`config.mk`:
```
export PLATFORM = sky130hd
export DESIGN_NAME = gat_bram_loader_flat
export DESIGN_NICKNAME = d
export VERILOG_FILES = /design/src/rtl/gat_pkg.sv /design/src/rtl/gat_bram_loader_if.sv /design/src/rtl/gat_bram_wr_port.sv /design/src/rtl/gat_bram_loader.sv /design/src/flat_wrapper.sv
export SDC_FILE = /design/constraint.sdc
export NUM_CORES = 1
export LEC_CHECK = 0
export BUFFER_PORTS_ARGS = -buffer_cell sky130_fd_sc_hd__buf_2
export CAP_MARGIN = 20
export CORE_ASPECT_RATIO = 1.2
export CORE_MARGIN = 10
export CORE_UTILIZATION = 53
export CTS_CLUSTER_DIAMETER = 100
export DETAILED_ROUTE_END_ITERATION = 8
export PLACE_DENSITY = 0.8
export RECOVER_POWER = 100
export SLEW_MARGIN = 20
export SYNTH_ARGS = -nofsm -noshare
export SYNTH_HDL_FRONTEND = slang
export SYNTH_HIERARCHICAL = 1
export SYNTH_SLANG_ARGS = --single-unit
```
`constraint.sdc`:
```
create_clock -name clk -period 3.77 [get_ports clk]
set_input_delay 0.754 -clock clk [delete_from_list [all_inputs] [get_ports clk]]
set_output_delay 0.754 -clock clk [all_outputs]
set_load 0.05 [all_outputs]
```
`src/rtl/gat_pkg.sv`:
```
// Shared types and default widths for the GAT BRAM loader.
// Target encoding, FSM states and default port widths.
package gat_pkg;

  typedef enum logic [1:0] {
    TGT_H_DATA    = 2'd0,
    TGT_NODE_INFO = 2'd1,
    TGT_WEIGHT    = 2'd2,
    TGT_RSVD      = 2'd3
  } target_e;

  typedef enum logic [1:0] {
    IDLE = 2'd0,
    LOAD = 2'd1,
    DONE = 2'd2
  } state_e;

  localparam int H_DATA_WIDTH_D     = 19;
  localparam int NODE_INFO_WIDTH_D  = 20;
  localparam int DATA_WIDTH_D       = 8;
  localparam int H_DATA_ADDR_W_D    = 18;
  localparam int NODE_INFO_ADDR_W_D = 14;
  localparam int WEIGHT_ADDR_W_D    = 15;

endpackage

```
`src/rtl/gat_bram_loader_if.sv`:
```
// Input word stream for the GAT BRAM loader.
// master drives words, slave (the loader) drives ready.
interface gat_bram_loader_if;
  logic [31:0] s_data;
  logic        s_valid;
  logic        s_last;
  logic        s_ready;

  modport master (
    output s_data, s_valid, s_last,
    input  s_ready
  );

  modport slave (
    input  s_data, s_valid, s_last,
    output s_ready
  );
endinterface

```
`src/rtl/gat_bram_wr_port.sv`:
```
// Registered single-port BRAM write driver.
// Outputs are zero on every cycle that does not carry a write.
module gat_bram_wr_port #(
  parameter int DATA_W = 8,
  parameter int ADDR_W = 15
) (
  input  logic              clk,
  input  logic              rst,
  input  logic              we,
  input  logic [DATA_W-1:0] d,
  input  logic [ADDR_W-1:0] a,
  output logic [DATA_W-1:0] din,
  output logic              ena,
  output logic              wea,
  output logic [ADDR_W+1:0] addra
);

  // one-cycle write pulse with byte address, zeroed when idle
  always_ff @(posedge clk) begin
    if (rst || !we) begin
      din   <= '0;
      ena   <= 1'b0;
      wea   <= 1'b0;
      addra <= '0;
    end else begin
      din   <= d;
      ena   <= 1'b1;
      wea   <= 1'b1;
      addra <= {a, 2'b00};
    end
  end

endmodule

```
`src/rtl/gat_bram_loader.sv`:
```
// Streams words into one of three BRAMs (h_data, node_info, weight).
// Define GAT_LOADER_LEN_CHECK_EN to enable length/s_last checking.
module gat_bram_loader
  import gat_pkg::*;
#(
  parameter int H_DATA_WIDTH     = H_DATA_WIDTH_D,
  parameter int NODE_INFO_WIDTH  = NODE_INFO_WIDTH_D,
  parameter int DATA_WIDTH       = DATA_WIDTH_D,
  parameter int H_DATA_ADDR_W    = H_DATA_ADDR_W_D,
  parameter int NODE_INFO_ADDR_W = NODE_INFO_ADDR_W_D,
  parameter int WEIGHT_ADDR_W    = WEIGHT_ADDR_W_D
) (
  input  logic                        clk,
  input  logic                        rst,
  gat_bram_loader_if.slave            s,
  input  logic                        start,
  input  logic [1:0]                  target,
  input  logic [31:0]                 length,
  output logic                        busy,
  output logic [H_DATA_WIDTH-1:0]     h_data_bram_din,
  output logic                        h_data_bram_ena,
  output logic                        h_data_bram_wea,
  output logic [H_DATA_ADDR_W+1:0]    h_data_bram_addra,
  output logic [NODE_INFO_WIDTH-1:0]  h_node_info_bram_din,
  output logic                        h_node_info_bram_ena,
  output logic                        h_node_info_bram_wea,
  output logic [NODE_INFO_ADDR_W+1:0] h_node_info_bram_addra,
  output logic [DATA_WIDTH-1:0]       wgt_bram_din,
  output logic                        wgt_bram_ena,
  output logic                        wgt_bram_wea,
  output logic [WEIGHT_ADDR_W+1:0]    wgt_bram_addra,
  output logic                        h_data_bram_load_done,
  output logic                        h_node_info_bram_load_done,
  output logic                        wgt_bram_load_done,
  output logic                        err
);

  state_e      state, nxt;
  target_e     tgt_q;
  logic [31:0] len_q;
  logic [31:0] cnt_q;
  logic [2:0]  done_q;

  logic start_ok;
  logic accept;
  logic last_word;
  logic early_last;

  assign start_ok  = start && (target != TGT_RSVD) && (length != 32'd0);
  assign accept    = (state == LOAD) && s.s_valid;
  assign last_word = (cnt_q == len_q - 32'd1);

`ifdef GAT_LOADER_LEN_CHECK_EN
  assign early_last = accept && s.s_last && !last_word;
`else
  assign early_last = 1'b0;
`endif

  assign s.s_ready = (state == LOAD);
  assign busy      = (state == LOAD);

  assign h_data_bram_load_done      = done_q[0];
  assign h_node_info_bram_load_done = done_q[1];
  assign wgt_bram_load_done         = done_q[2];

  // FSM state register
  always_ff @(posedge clk) begin
    if (rst) state <= IDLE;
    else     state <= nxt;
  end

  // next-state logic
  always_comb begin
    nxt = state;
    unique case (state)
      IDLE: if (start_ok) nxt = LOAD;
      LOAD: begin
        if (accept && last_word) nxt = DONE;
        else if (early_last)     nxt = IDLE;
      end
      DONE:    nxt = IDLE;
      default: nxt = IDLE;
    endcase
  end

  // load context, word counter and sticky done flags
  always_ff @(posedge clk) begin
    if (rst) begin
      tgt_q  <= TGT_H_DATA;
      len_q  <= '0;
      cnt_q  <= '0;
      done_q <= '0;
    end else begin
      unique case (state)
        IDLE: if (start_ok) begin
          tgt_q <= target_e'(target);
          len_q <= length;
          cnt_q <= '0;
          unique case (1'b1)
            target == TGT_H_DATA:    done_q[0] <= 1'b0;
            target == TGT_NODE_INFO: done_q[1] <= 1'b0;
            target == TGT_WEIGHT:    done_q[2] <= 1'b0;
            default: ;
          endcase
        end
        LOAD: if (accept) cnt_q <= cnt_q + 32'd1;
        DONE: begin
          unique case (1'b1)
            tgt_q == TGT_H_DATA:    done_q[0] <= 1'b1;
            tgt_q == TGT_NODE_INFO: done_q[1] <= 1'b1;
            tgt_q == TGT_WEIGHT:    done_q[2] <= 1'b1;
            default: ;
          endcase
        end
        default: ;
      endcase
    end
  end

`ifdef GAT_LOADER_LEN_CHECK_EN
  logic err_q;
  // sticky length error: early s_last, or missing s_last on final word
  always_ff @(posedge clk) begin
    if (rst) begin
      err_q <= 1'b0;
    end else if (state == IDLE && start_ok) begin
      err_q <= 1'b0;
    end else if (early_last || (accept && last_word && !s.s_last)) begin
      err_q <= 1'b1;
    end
  end
  assign err = err_q;
`else
  logic unused_last;
  assign unused_last = s.s_last;
  assign err = 1'b0;
`endif

  logic unused_data;
  assign unused_data = ^s.s_data;

  gat_bram_wr_port #(
    .DATA_W (H_DATA_WIDTH),
    .ADDR_W (H_DATA_ADDR_W)
  ) u_h_data (
    .clk   (clk),
    .rst   (rst),
    .we    (accept && tgt_q == TGT_H_DATA),
    .d     (s.s_data[H_DATA_WIDTH-1:0]),
    .a     (cnt_q[H_DATA_ADDR_W-1:0]),
    .din   (h_data_bram_din),
    .ena   (h_data_bram_ena),
    .wea   (h_data_bram_wea),
    .addra (h_data_bram_addra)
  );

  gat_bram_wr_port #(
    .DATA_W (NODE_INFO_WIDTH),
    .ADDR_W (NODE_INFO_ADDR_W)
  ) u_node_info (
    .clk   (clk),
    .rst   (rst),
    .we    (accept && tgt_q == TGT_NODE_INFO),
    .d     (s.s_data[NODE_INFO_WIDTH-1:0]),
    .a     (cnt_q[NODE_INFO_ADDR_W-1:0]),
    .din   (h_node_info_bram_din),
    .ena   (h_node_info_bram_ena),
    .wea   (h_node_info_bram_wea),
    .addra (h_node_info_bram_addra)
  );

  gat_bram_wr_port #(
    .DATA_W (DATA_WIDTH),
    .ADDR_W (WEIGHT_ADDR_W)
  ) u_wgt (
    .clk   (clk),
    .rst   (rst),
    .we    (accept && tgt_q == TGT_WEIGHT),
    .d     (s.s_data[DATA_WIDTH-1:0]),
    .a     (cnt_q[WEIGHT_ADDR_W-1:0]),
    .din   (wgt_bram_din),
    .ena   (wgt_bram_ena),
    .wea   (wgt_bram_wea),
    .addra (wgt_bram_addra)
  );

endmodule

```
`src/flat_wrapper.sv`:
```
// flat-port wrapper written by rule: the top's interface ports become plain ports
module gat_bram_loader_flat import gat_pkg::*;
#(
  parameter int H_DATA_WIDTH     = H_DATA_WIDTH_D,
  parameter int NODE_INFO_WIDTH  = NODE_INFO_WIDTH_D,
  parameter int DATA_WIDTH       = DATA_WIDTH_D,
  parameter int H_DATA_ADDR_W    = H_DATA_ADDR_W_D,
  parameter int NODE_INFO_ADDR_W = NODE_INFO_ADDR_W_D,
  parameter int WEIGHT_ADDR_W    = WEIGHT_ADDR_W_D
)
  (clk, rst, start, target, length, busy, h_data_bram_din, h_data_bram_ena, h_data_bram_wea, h_data_bram_addra, h_node_info_bram_din, h_node_info_bram_ena, h_node_info_bram_wea, h_node_info_bram_addra, wgt_bram_din, wgt_bram_ena, wgt_bram_wea, wgt_bram_addra, h_data_bram_load_done, h_node_info_bram_load_done, wgt_bram_load_done, err, s_s_data, s_s_valid, s_s_last, s_s_ready);
  gat_bram_loader_if s_i ();
  input  logic clk;
  input  logic rst;
  input  logic start;
  input  logic [1:0] target;
  input  logic [31:0] length;
  output logic busy;
  output logic [H_DATA_WIDTH-1:0] h_data_bram_din;
  output logic h_data_bram_ena;
  output logic h_data_bram_wea;
  output logic [H_DATA_ADDR_W+1:0] h_data_bram_addra;
  output logic [NODE_INFO_WIDTH-1:0] h_node_info_bram_din;
  output logic h_node_info_bram_ena;
  output logic h_node_info_bram_wea;
  output logic [NODE_INFO_ADDR_W+1:0] h_node_info_bram_addra;
  output logic [DATA_WIDTH-1:0] wgt_bram_din;
  output logic wgt_bram_ena;
  output logic wgt_bram_wea;
  output logic [WEIGHT_ADDR_W+1:0] wgt_bram_addra;
  output logic h_data_bram_load_done;
  output logic h_node_info_bram_load_done;
  output logic wgt_bram_load_done;
  output logic err;
  input wire logic [$bits(s_i.s_data)-1:0] s_s_data;
  input wire logic [$bits(s_i.s_valid)-1:0] s_s_valid;
  input wire logic [$bits(s_i.s_last)-1:0] s_s_last;
  output wire logic [$bits(s_i.s_ready)-1:0] s_s_ready;
  assign s_i.s_data = s_s_data;
  assign s_i.s_valid = s_s_valid;
  assign s_i.s_last = s_s_last;
  assign s_s_ready = s_i.s_ready;
  gat_bram_loader #(.H_DATA_WIDTH(H_DATA_WIDTH), .NODE_INFO_WIDTH(NODE_INFO_WIDTH), .DATA_WIDTH(DATA_WIDTH), .H_DATA_ADDR_W(H_DATA_ADDR_W), .NODE_INFO_ADDR_W(NODE_INFO_ADDR_W), .WEIGHT_ADDR_W(WEIGHT_ADDR_W)) u_core (.clk(clk), .rst(rst), .s(s_i), .start(start), .target(target), .length(length), .busy(busy), .h_data_bram_din(h_data_bram_din), .h_data_bram_ena(h_data_bram_ena), .h_data_bram_wea(h_data_bram_wea), .h_data_bram_addra(h_data_bram_addra), .h_node_info_bram_din(h_node_info_bram_din), .h_node_info_bram_ena(h_node_info_bram_ena), .h_node_info_bram_wea(h_node_info_bram_wea), .h_node_info_bram_addra(h_node_info_bram_addra), .wgt_bram_din(wgt_bram_din), .wgt_bram_ena(wgt_bram_ena), .wgt_bram_wea(wgt_bram_wea), .wgt_bram_addra(wgt_bram_addra), .h_data_bram_load_done(h_data_bram_load_done), .h_node_info_bram_load_done(h_node_info_bram_load_done), .wgt_bram_load_done(wgt_bram_load_done), .err(err));
endmodule
```
==> implementation parameters <==
Parameter                              Value

Outcome
  Run status    completed

Timing
  Post-Route Skew    0.00996 ns
  Period minus WS final    3.30 ns
  Summed negative setup slack over all endpoints    0 ns
  Final hold slack    approximately 0.48 ns
  Highest attainable clock frequency    303 MHz
  Share of the cycle needed by the critical path after routing    0.876
  Setup violation total in the final timing report    0
  Slew @ Worst Pin    1.37 ns
  Final Max Slew Viols    0
  Max-slew headroom    0.0863
  RSZ-0062 raised after global routing    false
  Hold Violations, Final    0

GRT
  First-pass GRT wire length    28900 um
  Via count of the first global-routing pass    5588
  Total congestion overflow    0
  Combined global-route utilization of all metal layers    0.189
  Number of antenna violations at the first check in global routing    0
  Largest net degree at the start of global routing    77

Logic synthesis
  EDFF count, synth    0
  Share of async-settable or async-resettable flops after synthesis    0
  Part of the Yosys area used for sequential elements    0.471
  Netlist area before placement    7130 sq um
  #FFs+latches synth    168
  Average footprint of a synthesized cell    9.95 sq um
  Largest area contributor in the netlist    sky130_fd_sc_hd__dfxtp_1
  Yosys warnings    6
  Flip-flop cell with the highest count after synthesis    sky130_fd_sc_hd__dfxtp_1
  Fraction of synthesized cell area taken by the top area cell type    0.471
  Distinct cell type count of the synthesized netlist    63
  Most area-consuming cells after synthesis    sky130_fd_sc_hd__dfxtp_1, sky130_fd_sc_hd__and3b_1, sky130_fd_sc_hd__mux2i_1, sky130_fd_sc_hd__xnor2_1, sky130_fd_sc_hd__nor2_1
  Post-Syn Instances    between 700 and 800

Power
  Cell leakage power    3.68 nW
  Worst ir drop on vdd    roughly 0.00031 V
  Pwr/cell area    476 nW/um^2

Worst setup path
  Critical-path top delay cell    sky130_fd_sc_hd__nor4b_1
  Type of element launching the critical path    register
  Worst setup path category    reg -> reg
  Data arrival time of the critical path    roughly 3.6 ns
  Worst-path fanout max    10
  Critical path, cell by cell    inv_1, ha_1, nor4b_1, nand4_1, or4_1, o211a_1, a211oi_1, o211ai_1, o41ai_1, a21oi_1
  Required arrival time at the worst endpoint    between 4 and 5 ns
  Maximum cell stage delay along the critical path    0.78 ns
  Length in cells of the worst reg-to-reg path    10
  Critical Path End Type    register

CTS
  Count of cells resized by post-cts repair    0
  Number of buffers between clock root and the deepest sink    2
  Clock latency at the later pin of the worst-skew pair    around 0.42 ns
  Total clock buffers created by CTS    17
  TritonCTS clock tree    yes
  CTS root buf    sky130_fd_sc_hd__clkbuf_16
  Post-CTS clock slew at the launch and capture registers of the worst setup and hold paths    ~0.07 ns
  TritonCTS sink count    168
  Count of hold-fix buffers inserted at cts    0
  Maximum level of the CTS H-tree    4
  Post-CTS repair timing setup buffer count    0

Finish
  Final net count    930
  Fin util    0.632
  Signed area change from the synthesized netlist to the final layout    16.8%
  Antenna Diode Count    0
  Share of layout cells above drive strength 1    0.138

Routing
  Number of design rule violations left after detail routing    0
  Iteration-0 DRC count of the detailed router    a little under 300
  Mean number of vias per cell    between 5 and 6
  Vias after detailed routing    5605
  Detailed Routing Iterations Pass 1    5
  Number of nets with antenna violations after detailed routing    0
  Routed wire length    18300 um
  Routed WL per cell    17.7 um

Worst hold path
  Tightest Hold Check Type    reg -> reg
  Hold Crit Depth    2

Placement
  Count of input and output buffers    162
  Post-detailed-placement half-perimeter wirelength    13400 um
  RD Place Congestion    0.875

Floorplan
  Die outline area    18500 sq um
  Placeable core area    about 13000 sq um
  Initial core utilization    0.541
  Number of top-level pins    between 150 and 200
  Height of the die    147 um
  Die W    126 um
  Num rows    46

Run
  # Max-Cap Violations    0
## worst max-delay path, delay by kind of cell, from the launching register on
family | cells | cell delay (ns)
flops | 1 | 0.37
fa+ha+maj | 1 | 0.34
compound gates | 5 | 0.92
simple gates | 3 | 1.43
buf+inv | 1 | 0.09
## routing by layer
layer / GRT usage / share of wire / up-vias
li1: - / - / 2776
met1: 0.210 / 0.41 / 2608
met2: 0.333 / 0.50 / 197
met3: 0.0630 / 0.066 / 24
met4: 0.0587 / 0.020 / 0
met5: 0 / 0 / -
## state kept, by name, indices dropped and copies added (netlist names)
signal	count
u_core/done_q	3
u_core/u_wgt/din	8
u_core/u_node_info/wea	1
u_core/u_h_data/addra	18
u_core/u_wgt/addra	15
u_core/u_node_info/addra	14
u_core/tgt_q	2
u_core/u_h_data/wea	1
u_core/u_wgt/wea	1
u_core/u_node_info/din	20
u_core/len_q	32
u_core/u_h_data/din	19
u_core/cnt_q	32
u_core/state	2
## placed cells by master, fill, tap and decap left out, drive strengths merged, types with 4 or more instances in the layout
master,instances
nor4,17
nand4b,4
conb,7
a31oi,4
and4,4
nand2b,6
nand2,21
inv,17
dfxtp,168
nand3,20
a21oi,20
o21ai,10
nor3b,4
mux2i,36
xnor2,37
nor3,22
nor2,82
nand4,11
clkinv,7
or3,8
clkbuf,130
xor2,32
buf,60
and3b,94
or4,8
## worst paths after layout
kind | slack [ns] | to | startpoint
max | 0.47 | u_core/state[0] | u_core/len_q[0]
max reg2reg | 0.47 | u_core/state[0] | u_core/len_q[0]
min | 0.48 | u_core/done_q[0] | u_core/done_q[0]
min reg2reg | 0.48 | u_core/done_q[0] | u_core/done_q[0]
## layout make-up
type                    count  area, sq um
repair buffers            173          738
well taps                 168          210
flip-flops and latches    168         3360
fillers                  1168         4850
inverters                  10         37.5
clock inverters            14          155
multi-input cells         487         3400
clock buffers              17          425
## synthesized netlist by cell type, types with 6 or more instances
cell type,n
sky130_fd_sc_hd__buf_6,7
sky130_fd_sc_hd__nand2_1,20
sky130_fd_sc_hd__inv_1,10
sky130_fd_sc_hd__o21ai_0,10
sky130_fd_sc_hd__buf_2,10
sky130_fd_sc_hd__nor3_1,22
sky130_fd_sc_hd__buf_4,16
sky130_fd_sc_hd__and3b_1,80
sky130_fd_sc_hd__nand4_1,11
sky130_fd_sc_hd__mux2i_1,36
sky130_fd_sc_hd__or3_1,8
sky130_fd_sc_hd__xor2_1,32
sky130_fd_sc_hd__and3b_2,14
sky130_fd_sc_hd__nand2b_1,6
sky130_fd_sc_hd__nor4_1,15
sky130_fd_sc_hd__xnor2_1,37
sky130_fd_sc_hd__nand3_1,20
sky130_fd_sc_hd__nor2_1,82
sky130_fd_sc_hd__dfxtp_1,168
sky130_fd_sc_hd__a21oi_1,20
sky130_fd_sc_hd__clkbuf_1,20
## report_power, final
part | internal [W] | switching (W) | total [W]
sequential | 0.00180 | 0.0000431 | 0.00185
clock | 0.000884 | 0.000792 | 0.00168
combinational | 0.000178 | 0.000265 | 0.000443
## cells by family after synthesis
group / synth area share
AND/OR/NAND/NOR: 0.281
flip-flops: 0.471
XOR/XNOR: 0.0847
buffers and inverters: 0.0530
AO/OA/AOI/OAI: 0.0517
multiplexers: 0.0521
other: 0.00210
adder cells (fa/ha/maj): 0.00351
## metrics by stage
| step | worst slack [ns] | instance area, sq um | power, W | instances |
|---|---|---|---|---|
| after CTS | 0.542 | 8520 | 0.00400 | 1037 |
| after detailed placement | 0.561 | 7940 | 0.00233 | 1006 |
| after global routing | 0.356 | 8330 | 0.00411 | 1037 |
| after floorplan | 0.637 | 7150 | 0.00223 | 720 |
| final | 0.467 | 8330 | 0.00397 | 1037 |
| after global placement | 0.574 | 7940 | 0.00232 | 1006 |
Power figures use the tool's default switching activity.
